### config.mk
export PLATFORM = sky130hd
export DESIGN_NAME = johnson_counter_param
export DESIGN_NICKNAME = d
export VERILOG_FILES = /design/src/rtl/johnson_pkg.sv /design/src/rtl/johnson_phase_decode.sv /design/src/rtl/johnson_counter_param.sv
export SDC_FILE = /design/constraint.sdc
export NUM_CORES = 1
export LEC_CHECK = 0
export CAP_MARGIN = 10
export CORE_ASPECT_RATIO = 1.25
export CORE_MARGIN = 8
export CORE_UTILIZATION = 43
export DETAILED_ROUTE_END_ITERATION = 10
export HOLD_SLACK_MARGIN = 0.06
export PLACE_DENSITY = 0.74
export RECOVER_POWER = 100
export SETUP_SLACK_MARGIN = 0.05
export SLEW_MARGIN = 20
export SYNTH_ARGS = -nofsm -noshare
export SYNTH_HDL_FRONTEND = slang
export SYNTH_HIERARCHICAL = 1
export SYNTH_SLANG_ARGS = --single-unit
### constraint.sdc
create_clock -name clk -period 3 [get_ports clk]
set_input_delay 0.3 -clock clk [delete_from_list [all_inputs] [get_ports clk]]
set_output_delay 0.3 -clock clk [all_outputs]
set_load 0.03 [all_outputs]
### src/rtl/johnson_pkg.sv
// Shared definitions for the parametrised Johnson/ring counter.
//   MODE_JOHNSON / MODE_RING : build-time sequence selection
//   phase_width()            : width of the binary phase index
//   reset_pattern()          : power-up / recovery pattern for a mode
//   popcount32()             : number of set bits in a 32-bit word
package johnson_pkg;

    localparam int MODE_JOHNSON = 0;
    localparam int MODE_RING    = 1;

    // Phase index must cover 2*WIDTH Johnson states; ring mode uses a subset.
    function automatic int phase_width(input int width);
        return $clog2(2 * width);
    endfunction

    // Johnson starts from all-zero; ring needs exactly one token, placed at bit 0.
    function automatic logic [31:0] reset_pattern(input int mode);
        logic [31:0] pat;
        if (mode == MODE_RING) begin
            pat = 32'd1;
        end else begin
            pat = 32'd0;
        end
        return pat;
    endfunction

    function automatic logic [31:0] popcount32(input logic [31:0] v);
        logic [31:0] n;
        n = 32'd0;
        for (int i = 0; i < 32; i++) begin
            n = n + {31'd0, v[i]};
        end
        return n;
    endfunction

endpackage

### src/rtl/johnson_phase_decode.sv
// Combinational legality check and phase decode of a counter state.
//   state : candidate counter value (WIDTH bits)
//   legal : 1 when state belongs to the sequence of the selected MODE
//   phase : binary index of state within the sequence (meaningful only when legal)
module johnson_phase_decode
    import johnson_pkg::*;
#(
    parameter  int WIDTH = 4,
    parameter  int MODE  = MODE_JOHNSON,
    localparam int PW    = phase_width(WIDTH)
) (
    input  logic [WIDTH-1:0] state,
    output logic             legal,
    output logic [PW-1:0]    phase
);

    logic [31:0] ones_s;

    assign ones_s = popcount32(32'(state));

    if (MODE == MODE_RING) begin : g_ring
        logic [31:0] idx_s;

        // For a one-hot word, OR-ing the indices of set bits yields the bit index.
        always_comb begin
            idx_s = 32'd0;
            for (int i = 0; i < WIDTH; i++) begin
                idx_s = idx_s | (state[i] ? 32'(i) : 32'd0);
            end
        end

        assign legal = (ones_s == 32'd1);
        assign phase = PW'(idx_s);
    end else begin : g_johnson
        localparam logic [WIDTH-1:0] ONE = {{(WIDTH-1){1'b0}}, 1'b1};
        logic [WIDTH-1:0] inv_s;
        logic             low_run_s;
        logic             high_run_s;

        // A run of ones anchored at bit 0 is a low mask (x & (x+1) == 0);
        // a run anchored at the MSB is a low mask of the inverted word.
        // Both forms include all-zero and all-one.
        assign inv_s      = ~state;
        assign low_run_s  = ((state & (state + ONE)) == {WIDTH{1'b0}});
        assign high_run_s = ((inv_s & (inv_s + ONE)) == {WIDTH{1'b0}});
        assign legal      = low_run_s | high_run_s;

        // First half of the sequence fills from bit 0; the second half
        // drains from bit 0 with the MSB still set.
        assign phase = state[WIDTH-1] ? PW'(32'(2 * WIDTH) - ones_s) : PW'(ones_s);
    end

endmodule

### src/rtl/johnson_counter_param.sv
// Parametrised Johnson (twisted ring) / ring (one-hot) sequence generator with
// enable, direction, checked synchronous load, self-correction, phase index and
// wrap pulse. All outputs are registered for glitch-free downstream decoding.
//   clk      : rising-edge clock
//   reset    : asynchronous active-low reset
//   en       : advance one state per clock
//   dir      : 0 = forward (toward MSB), 1 = reverse (toward LSB)
//   load     : synchronous load strobe (has priority over en)
//   load_val : value to load, rejected if not a legal state
//   count    : counter state
//   phase    : binary index of count within the sequence
//   wrap     : one-cycle pulse when a step crosses the sequence boundary
//   illegal  : one-cycle pulse on a rejected load or self-correction
// WIDTH legal range is 2..32.
module johnson_counter_param
    import johnson_pkg::*;
#(
    parameter  int WIDTH = 4,
    parameter  int MODE  = MODE_JOHNSON,
    localparam int PW    = phase_width(WIDTH)
) (
    input  logic             clk,
    input  logic             reset,
    input  logic             en,
    input  logic             dir,
    input  logic             load,
    input  logic [WIDTH-1:0] load_val,
    output logic [WIDTH-1:0] count,
    output logic [PW-1:0]    phase,
    output logic             wrap,
    output logic             illegal
);

    localparam logic [31:0]      RST_FULL   = reset_pattern(MODE);
    localparam logic [WIDTH-1:0] RST_VAL    = RST_FULL[WIDTH-1:0];
    localparam logic [PW-1:0]    LAST_PHASE =
        PW'((MODE == MODE_RING) ? (WIDTH - 1) : (2 * WIDTH - 1));

    logic [WIDTH-1:0] count_r;
    logic [PW-1:0]    phase_r;
    logic             wrap_r;
    logic             illegal_r;

    logic [WIDTH-1:0] step_s;
    logic [WIDTH-1:0] cand_s;
    logic             legal_s;
    logic [PW-1:0]    phase_s;
    logic [WIDTH-1:0] count_nxt_s;
    logic [PW-1:0]    phase_nxt_s;
    logic             wrap_nxt_s;
    logic             illegal_nxt_s;

    // One step of the sequence in the direction sampled this cycle.
    always_comb begin
        step_s = count_r;
        if (MODE == MODE_RING) begin
            if (dir) begin
                step_s = {count_r[0], count_r[WIDTH-1:1]};
            end else begin
                step_s = {count_r[WIDTH-2:0], count_r[WIDTH-1]};
            end
        end else begin
            if (dir) begin
                step_s = {~count_r[0], count_r[WIDTH-1:1]};
            end else begin
                step_s = {count_r[WIDTH-2:0], ~count_r[WIDTH-1]};
            end
        end
    end

    // Candidate next state: load beats step beats hold.
    always_comb begin
        cand_s = count_r;
        if (load) begin
            cand_s = load_val;
        end else if (en) begin
            cand_s = step_s;
        end else begin
            cand_s = count_r;
        end
    end

    // Stepping maps legal states onto legal states and illegal onto illegal,
    // so checking the candidate covers both load checking and self-correction.
    johnson_phase_decode #(
        .WIDTH (WIDTH),
        .MODE  (MODE)
    ) u_decode (
        .state (cand_s),
        .legal (legal_s),
        .phase (phase_s)
    );

    // Next values for all registered outputs.
    always_comb begin
        count_nxt_s   = count_r;
        phase_nxt_s   = phase_r;
        wrap_nxt_s    = 1'b0;
        illegal_nxt_s = 1'b0;
        if (load || en) begin
            if (legal_s) begin
                count_nxt_s = cand_s;
                phase_nxt_s = phase_s;
                // A legal step lands on phase 0 going forward (or on the last
                // phase going backward) only when crossing the boundary.
                if (!load) begin
                    if (dir) begin
                        wrap_nxt_s = (phase_s == LAST_PHASE);
                    end else begin
                        wrap_nxt_s = (phase_s == {PW{1'b0}});
                    end
                end else begin
                    wrap_nxt_s = 1'b0;
                end
            end else begin
                count_nxt_s   = RST_VAL;
                phase_nxt_s   = {PW{1'b0}};
                illegal_nxt_s = 1'b1;
            end
        end else begin
            count_nxt_s = count_r;
            phase_nxt_s = phase_r;
        end
    end

    // State and flag registers.
    always_ff @(posedge clk or negedge reset) begin
        if (!reset) begin
            count_r   <= RST_VAL;
            phase_r   <= {PW{1'b0}};
            wrap_r    <= 1'b0;
            illegal_r <= 1'b0;
        end else begin
            count_r   <= count_nxt_s;
            phase_r   <= phase_nxt_s;
            wrap_r    <= wrap_nxt_s;
            illegal_r <= illegal_nxt_s;
        end
    end

    assign count   = count_r;
    assign phase   = phase_r;
    assign wrap    = wrap_r;
    assign illegal = illegal_r;

endmodule

---- Word level (Yosys, flattened, before mapping) ----
Index checks and enable logic that the tools add are counted.
operators by class
  multiplexer cells ....................... 12
  bitwise gates (word level) .............. 6
  add/subtract/negate cells ............... 6
  reductions and logical operators ........ 4
  equality and inequality tests ........... 1
operators with widths
  cell                                                                count
  4-bit 2-to-1 mux                                                    4
  4-bit by 1-bit adder with 4-bit output (second input constant)      2
  4-bit bitwise AND                                                   2
  4-bit zero test                                                     2
  3-bit by 1-bit adder with 3-bit output                              2
  1-bit 2-to-1 mux                                                    6
  3-bit 2-to-1 mux                                                    2
  4-bit NOT                                                           1
  3-bit equality test (second input constant)                         1
  3-bit zero test                                                     1
  1-bit by 3-bit subtractor with 3-bit output (first input constant)  1
  1-bit by 1-bit adder with 2-bit output                              1
  1-bit NOT                                                           2
  1-bit logical OR                                                    1
  1-bit bitwise OR                                                    1
storage, ports and cells
  output and inout port bits .............. 9
  flip-flop bits (word level) ............. 9
  input bits .............................. 9
  word-level logic and storage cells ...... 33

---- Longest topological paths before layout ----
Gate-level depths: netlist of run 1.
  depth after elaboration ................. 14
  depth in mapped cells ................... 17
  depth with buffers taken out ............ 15

---- By module ----
The synthesis of run 1 kept the hierarchy.
modules (own cells, without submodules)
  module                 cells an instance  sequential area each (µm²)  instances  area each (µm²)
  johnson_counter_param  56                 225.2                       1          513.0
  johnson_phase_decode   25                 0.0                         1          211.5

---- Least setup slack after synthesis of run 1 ----
Ideal clock, no wire load.
  path type ............................... reg2reg
  start point ............................. register count_r[0] (netlist: count[0])
  end point ............................... register wrap_r (netlist: wrap)
  data required time ...................... 2933 ps
  stages on the path, launching flop included .. 15
  period minus slack after synthesis ...... 3036 ps
  library setup time ...................... 67 ps
  arrival ................................. 2969 ps
  setup slack ............................. -36 ps
  path buffers ............................ 0
  path through ............................ dfrtp_1 > mux2_4 > nand2_1 > nand3_1 > inv_1 > fa_1 > inv_1 > ha_1 > ha_1 > inv_1 > ha_1 > nand2_1 > o21ai_0 > o41ai_1 > and3_1
on the way
  longest elaborated chain between the ends .. 13
  elaborated cells on any way between the ends .. 23
  classes of those cells .................. add/sub: 6; eq/ne: 1; mux: 8; bitwise: 5; reduce/logical: 3
RTL lines
  element                                                        line                                                        source
  start: declaration                                             johnson_counter_param.sv:39                                 logic [WIDTH-1:0] count_r;
  start signal: assignment                                       johnson_counter_param.sv:134                                count_r <= count_nxt_s;
  4-bit 2-to-1 mux (*)                                           johnson_counter_param.sv:63                                 if (dir) begin
  4-bit 2-to-1 mux (*)                                           johnson_counter_param.sv:76                                 end else if (en) begin
  4-bit 2-to-1 mux (*)                                           johnson_counter_param.sv:74                                 if (load) begin
  named net cand_s[1]                                            johnson_counter_param.sv:45                                 logic [WIDTH-1:0] cand_s;
  1-bit by 1-bit adder with 2-bit output (*)                     johnson_pkg.sv:31                                           n = n + {31'd0, v[i]};
  3-bit by 1-bit adder with 3-bit output (*) (2 in series)       johnson_pkg.sv:31
  1-bit by 3-bit subtractor with 3-bit output                    johnson_phase_decode.sv:50                                  assign phase = state[WIDTH-1] ? PW'(32'(2 * WIDTH) - ones_s) : PW'(ones_s);
  3-bit 2-to-1 mux (*)                                           johnson_phase_decode.sv:50
  named net phase_s[1]                                           johnson_counter_param.sv:47                                 logic [PW-1:0] phase_s;
  3-bit equality test / 3-bit zero test (equally long branches)  johnson_counter_param.sv:108, johnson_counter_param.sv:110
  1-bit 2-to-1 mux (*)                                           johnson_counter_param.sv:107                                if (dir) begin
  1-bit 2-to-1 mux (*)                                           johnson_counter_param.sv:106                                if (!load) begin
  1-bit 2-to-1 mux (*)                                           johnson_counter_param.sv:101                                if (legal_s) begin
  1-bit 2-to-1 mux (*)                                           johnson_counter_param.sv:100                                if (load || en) begin
  named net wrap_nxt_s                                           johnson_counter_param.sv:50                                 logic wrap_nxt_s;
  end signal: assignment                                         johnson_counter_param.sv:136                                wrap_r <= wrap_nxt_s;
  end: declaration                                               johnson_counter_param.sv:41                                 logic wrap_r;
Mark *: on every way through the listed nets, which the timed path passes. The rest lies on a longest branch.
A chain may end at the register's enable or synchronous reset.

---- Worst setup path in the final report of run 1 ----
  start point ............................. input port en
  end point ............................... register wrap_r (netlist: wrap)
on the way
  longest elaborated chain between the ends .. 12
  elaborated cells on any way between the ends .. 22
  classes of those cells .................. add/sub: 6; eq/ne: 1; mux: 7; bitwise: 4; reduce/logical: 4
RTL lines
  element                                                        line                                                        source
  start: declaration                                             johnson_counter_param.sv:24                                 input logic en,
  4-bit 2-to-1 mux (*)                                           johnson_counter_param.sv:76
  4-bit 2-to-1 mux (*)                                           johnson_counter_param.sv:74
  named net cand_s[0]                                            johnson_counter_param.sv:45
  1-bit by 1-bit adder with 2-bit output (*)                     johnson_pkg.sv:31
  3-bit by 1-bit adder with 3-bit output (*) (2 in series)       johnson_pkg.sv:31
  1-bit by 3-bit subtractor with 3-bit output                    johnson_phase_decode.sv:50
  3-bit 2-to-1 mux (*)                                           johnson_phase_decode.sv:50
  named net phase_s[2]                                           johnson_counter_param.sv:47
  3-bit equality test / 3-bit zero test (equally long branches)  johnson_counter_param.sv:108, johnson_counter_param.sv:110
  1-bit 2-to-1 mux (*)                                           johnson_counter_param.sv:107
  1-bit 2-to-1 mux (*)                                           johnson_counter_param.sv:106
  1-bit 2-to-1 mux (*)                                           johnson_counter_param.sv:101
  1-bit 2-to-1 mux (*)                                           johnson_counter_param.sv:100
  named net wrap_nxt_s                                           johnson_counter_param.sv:50
Marks and branches as above.

==> metrics.yaml, run 1 <==
viasPerCell: 5.34
drt-total-wl_microns: 1980
ir_drop_mv: 0.319
area.growth.synth_to_final_pct: 54.1
finalInstanceArea_sq_um: 1120
insertion_delay_ps: 260
grt_pass1_vias: 754
cts_root_buf: "clkbuf_4"
num_antenna_cells: 0
startpoint_type: "input port"
synth_most_common_cell: "nand2_1"
p_sw_share_pct: 41.7
rsz0062_at_grt: "no"
yosys.area.top_type: "dfrtp_1"
synth_edf_count: 0
post-route-util_pct: 70.6
setup_violations: 0
dieArea_sq_um: 3260
final-hold-violation-count: 0
drcViolationCount: 0
cts_tree: "built"
dp_hpwl_microns: 1500
yosys-top-cells-area: "dfrtp_1, ha_1, nand2_1"
p_leak_uw: 0.000573
die_h_microns: 61.9
finalCritPeriodShare_pct: 96.1
boundaryPins: 18
h-tree-depth: 1
internal_power_uw: 370
nets: 140
synth_common_cells: "nand2_1, dfrtp_1, ha_1, inv_1, o21ai_1"
max_slew_margin_pct: 62.7
rows: 16
grt_max_degree: 10
yosys_warnings: 6
syn_avg_cell_area_sq_um: 8.94
synthArstFlopShare_pct: 100
clkTransAtPathRegs_ps: 60
antenna_found_initial: 0
cts_hold_buf: 0
clk_path_buf_depth: 2
ys_ff_latch: 9
postRouteAntennaNets: 0
max_freq_mhz: 347
drive_gt1_share_pct: 38.5
hp-class: "in2async"
finClkSkew_ps: 1.16
cts_buffers: 3
core_sq_um: 1580
place_area_sq_um: 1050
io_buffers: 17
worstPathArrival_ps: 3080
gp_congestion: 0.793
avgRoutedWirePerCell_microns: 14.1
drt_iter0_drc: 7
clock_sinks: 9
drv_cap: 0
total_power_uw: 635
track_usage_pct: 12.5
synth_top_area_share_pct: 31.1
netlist_area_sq_um: 724
pwr-share-comb_pct: 58.3
p_clk_share_pct: 15.1
pwr-share-seq_pct: 26.6
fp.dieW_microns: 52.7
end_kind: "flop"
drv_slew: 0
tightest_slew_ps: 557
drt_pass1_iterations: 4
grt_overflow_total: 0
seqCellArea_sq_um: 228
crit_required_ps: 3200
yosysUniqueCellTypes: 30
fillCellCount: 131
switching_power_uw: 265
ys_seq_area_share_pct: 31.1
status: "completed"
worstSetupPathType: "in2reg"
power.density_nw_per_um2: 569
multi_input_area_sq_um: 474
tns_ps: 0
syn_inst: 81
critPathMaxFanout: 5
grt_pass1_wl_microns: 3130
synth_nets: 98
ys.flop_type: "dfrtp_1"
num_vias: 748
post-route-min-period_ps: 2880
start_util_pct: 45.8
-- metrics by stage --
step / hold WS [ps] / std cells / setup WS (ps)
floorplan: 4.41 / 81 / 50.1
global placement: 467 / 133 / -373
detailed placement: 486 / 133 / -508
CTS: 333 / 138 / 123
global route: 427 / 140 / 14.6
finish: 404 / 140 / 118
-- metal layers --
layer  track usage, %  wire [microns]  up-vias
li1                 -               -      360
met1             12.0             777      359
met2             24.3            1060       25
met3             2.14             109        4
met4             6.67              25        0
met5                0               0        -
-- cell usage in the layout, fill, tap and decap left out, drive strengths merged --
cell type	instances
o21ai	8
a21boi	2
dlygate4sd3	10
nand3	3
xnor2	1
clkdlybuf4s50	4
a22oi	2
o21bai	1
mux2	2
inv	8
nor2b	2
nor2	3
nand2b	3
nor3	1
and3	1
fa	1
dlygate4sd2	1
buf	23
o41ai	1
ha	7
a31oi	1
nand4	1
nand2	16
clkbuf	7
o32ai	1
dfrtp	9
a32oi	2
o211ai	1
-- sequential cells by signal, indices dropped and copies added (netlist names) --
signal and count:
count 4, phase 3, illegal 1, wrap 1
-- area by class of cell --
class                           count  area share, %
Multi-Input combinational cell     60           42.5
Timing Repair Buffer               41           30.0
Sequential cell                     9           20.4
Inverter                            8           2.69
Clock buffer                        4           2.35
Tap cell                           18           2.02
-- cell families (layout without fill, tap and decap cells) --
family / after synthesis / in the layout / share of synthesized area (%)
fa+ha+maj: 8 / 8 / 14.9
flops: 9 / 9 / 31.1
mux: 2 / 2 / 4.15
xor+xnor: 1 / 1 / 1.21
compound gates: 19 / 19 / 19.3
buf+inv: 12 / 53 / 8.29
simple gates: 30 / 30 / 21.1
-- worst max-delay path: stages --
cell           delay [ps]
dlygate4sd2_1         240
buf_4                 140
nor2_4                160
a22oi_2                90
nand2_2                90
inv_2                  50
fa_1                  520
inv_1                  40
ha_1                  170
ha_1                  270
inv_1                  50
ha_1                  180
nand2b_4              150
xnor2_2               230
nand4_1               150
o41ai_2                70
and3_1                190
-- power by group through the flow --
stage	combinational [uW]	sequential, uW	clock, uW
5_1_grt	400	172	104
4_1_cts	394	170	99.3
3_5_place_dp	362	172	0
2_1_floorplan	149	226	0
3_3_place_gp	349	169	0
6_report	370	169	95.7
-- final timing paths --
| kind | start | end | slack, ps | cells after the start |
|---|---|---|---|---|
| hold reg to reg | phase[0]$_DFFE_PN0P_ | phase[0]$_DFFE_PN0P_ | 490 | 2 |
| setup reg to reg | count[0]$_DFFE_PN0P_ | wrap$_DFF_PN0_ | 130 | 15 |
| setup / recovery | en | wrap$_DFF_PN0_ | 120 | 17 |
| hold / removal | reset | wrap$_DFF_PN0_ | 400 | 1 |
| max in group asynchronous | reset | count[0]$_DFFE_PN0P_ | 2280 | 1 |
| min in group clk | load | count[1]$_DFFE_PN0P_ | 470 | 4 |
-- repair_timing --
item                                   in CTS  in global routing
buffers inserted                            1                  2
setup endpoints to repair                   2                  2
pin swaps                                   8                  6
resized for setup                          10                  6
endpoints found under the hold margin       0                  0
No activity file was read; power rests on OpenSTA's default activity.
==> inputs of run 2 (changes only) <==
--- a/config.mk
+++ b/config.mk
@@ -6,12 +6,11 @@
 export NUM_CORES = 1
 export LEC_CHECK = 0
 export CAP_MARGIN = 10
-export CORE_ASPECT_RATIO = 1.25
-export CORE_MARGIN = 8
-export CORE_UTILIZATION = 43
+export CORE_MARGIN = 10
+export CORE_UTILIZATION = 50
 export DETAILED_ROUTE_END_ITERATION = 10
 export HOLD_SLACK_MARGIN = 0.06
-export PLACE_DENSITY = 0.74
+export PLACE_DENSITY = 0.81
 export RECOVER_POWER = 100
 export SETUP_SLACK_MARGIN = 0.05
 export SLEW_MARGIN = 20
==> constraint.sdc (replaced) <==
create_clock -name clk -period 3.38 [get_ports clk]
set_input_delay 0.338 -clock clk [delete_from_list [all_inputs] [get_ports clk]]
set_output_delay 0.338 -clock clk [all_outputs]
set_load 0.03 [all_outputs]
==> metrics.yaml, run 2 (synthesis gave the netlist of run 1 again) <==
gp_congestion: 0.839
num_vias: 665
clk_path_buf_depth: 2
drive_gt1_share_pct: 25.7
cts_buffers: 3
worstPathArrival_ps: 3320
critPathLaunch: "en"
die_h_microns: 58.1
insertion_delay_ps: 260
final-hold-violation-count: 0
drv_cap: 0
p_sw_share_pct: 41.2
internal_power_uw: 312
power.density_nw_per_um2: 512
io_buffers: 17
viasPerCell: 5.20
antenna_found_initial: 0
cts_tree: "built"
pwr-share-seq_pct: 28.1
finalCritPeriodShare_pct: 92.7
tightest_slew_ps: 942
startpoint_type: "input port"
rrSetupSlack_ps: 500
drt_pass1_iterations: 4
max_freq_mhz: 319
nets: 131
grt_overflow_total: 0
pwr-share-comb_pct: 56.3
endpoint: "wrap$_DFF_PN0_"
setup_violations: 0
fp.dieW_microns: 58.1
cts_root_buf: "clkbuf_4"
drt_iter0_drc: 3
area.growth.synth_to_final_pct: 43.0
track_usage_pct: 9.36
avgRoutedWirePerCell_microns: 12.6
tns_ps: 0
largest_reg_flops: 4
switching_power_uw: 219
hp-class: "in2async"
dp_hpwl_microns: 1340
max_slew_margin_pct: 37.0
grt_max_degree: 10
worstSetupPathType: "in2reg"
rows: 13
fin_worst_hold_slack_ps: 431
ir_drop_mv: 0.372
boundaryPins: 18
rsz0062_at_grt: "no"
num_antenna_cells: 0
p_clk_share_pct: 15.5
r2r-start: "count[0]$_DFFE_PN0P_"
h-tree-depth: 1
end_kind: "flop"
critPathMaxFanout: 5
grt_pass1_vias: 616
postRouteAntennaNets: 0
clock_sinks: 9
drcViolationCount: 0
start_util_pct: 54.3
post-route-min-period_ps: 3130
crit_required_ps: 3570
dieArea_sq_um: 3370
p_leak_uw: 0.000526
clkTransAtPathRegs_ps: 60
drt-total-wl_microns: 1610
reg2reg_depth: 15
mostFrequentLayoutCells: "nand2_1, buf_4, dlygate4sd3_1"
core_sq_um: 1330
status: "completed"
grt_pass1_wl_microns: 2570
finClkSkew_ps: 7.32
drv_slew: 0
rr_endpoint: "wrap$_DFF_PN0_"
run 2: cell types whose count changed in the layout (fill, tap and decap cells not counted), sizes merged:
cell and delta:
clkbuf -3, clkdlybuf4s50 +2, buf -8
run 2: worst min path at each step:
stage | slack [ps] | endpoint | startpoint | cells past startpoint
finish | 430 | phase[2]$_DFFE_PN0P_ | reset | 1
global route | 470 | phase[1]$_DFFE_PN0P_ | reset | 1
CTS | 370 | phase[1]$_DFFE_PN0P_ | reset | 1
detailed placement | 470 | phase[2]$_DFFE_PN0P_ | phase[2]$_DFFE_PN0P_ | 2
global placement | 470 | phase[1]$_DFFE_PN0P_ | phase[1]$_DFFE_PN0P_ | 2
floorplan | 40 | count[0]$_DFFE_PN0P_ | reset | 0
run 2: worst max-delay path, stage by stage:
cell             delay [ps]
clkdlybuf4s50_1         520
nor2b_4                 230
nand3_2                 100
nand2_2                  90
inv_1                    70
fa_1                    530
inv_1                    40
ha_1                    170
ha_1                    270
inv_1                    50
ha_1                    160
nand2b_1                170
xnor2_2                 200
nand4_1                 140
o41ai_2                  70
and3_1                  180
run 2: area by class of cell:
class,count,area [sq um]
multi-input combinational,60,454
fill,90,298
timing repair buffer,32,282
sequential,9,225
inverter,8,30.0
clock buffer,4,26.3
tap,15,18.8
run 2: repair_timing:
action,in CTS,in global routing
setup buffers,0,0
endpoints found under the setup margin,1,1
hold buffers,0,0
pin swaps,0,1
gates resized for setup,1,5
run 2: power by group through the flow:
stage	Combinational, uW	Clock, uW	Sequential [uW]
global route	327	89.8	152
detailed placement	305	0	153
floorplan	130	0	200
global placement	295	0	151
CTS	305	83.5	151
finish	299	82.4	149
run 2: metrics by stage:
step / instance area [sq um] / setup slack, ps / std cells / total power, uW / util (%)
after floorplan: 724 / 312 / 81 / 330 / -
after global placement: 996 / -111 / 124 / 446 / 74.7
after detailed placement: 996 / -221 / 124 / 457 / 74.7
after CTS: 1020 / 97.6 / 128 / 539 / 76.5
after global routing: 1040 / 57.8 / 128 / 569 / 77.7
final: 1040 / 248 / 128 / 531 / 77.7
run 2: metal layers:
layer  share of wire [%]  vias to the layer above  wire [microns]  GRT usage, %
met4                 1.2                        0              19          4.03
met1                  45                      305             731          10.1
li1                    -                      340               -             -
met5                   0                        -               0             0
met2                  46                       18             736          16.0
met3                 7.6                        2             123          3.49
==> inputs of run 3 (changes only) <==
--- a/config.mk
+++ b/config.mk
@@ -8,12 +8,14 @@
 export CAP_MARGIN = 10
 export CORE_MARGIN = 10
 export CORE_UTILIZATION = 50
+export CTS_CLUSTER_SIZE = 12
 export DETAILED_ROUTE_END_ITERATION = 10
+export GPL_ROUTABILITY_DRIVEN = 0
 export HOLD_SLACK_MARGIN = 0.06
 export PLACE_DENSITY = 0.81
 export RECOVER_POWER = 100
 export SETUP_SLACK_MARGIN = 0.05
-export SLEW_MARGIN = 20
+export SLEW_MARGIN = 30
 export SYNTH_ARGS = -nofsm -noshare
 export SYNTH_HDL_FRONTEND = slang
 export SYNTH_HIERARCHICAL = 1
==> results of run 3 <==
Same layout as run 2: the final DEF is identical, and so are final timing and power.
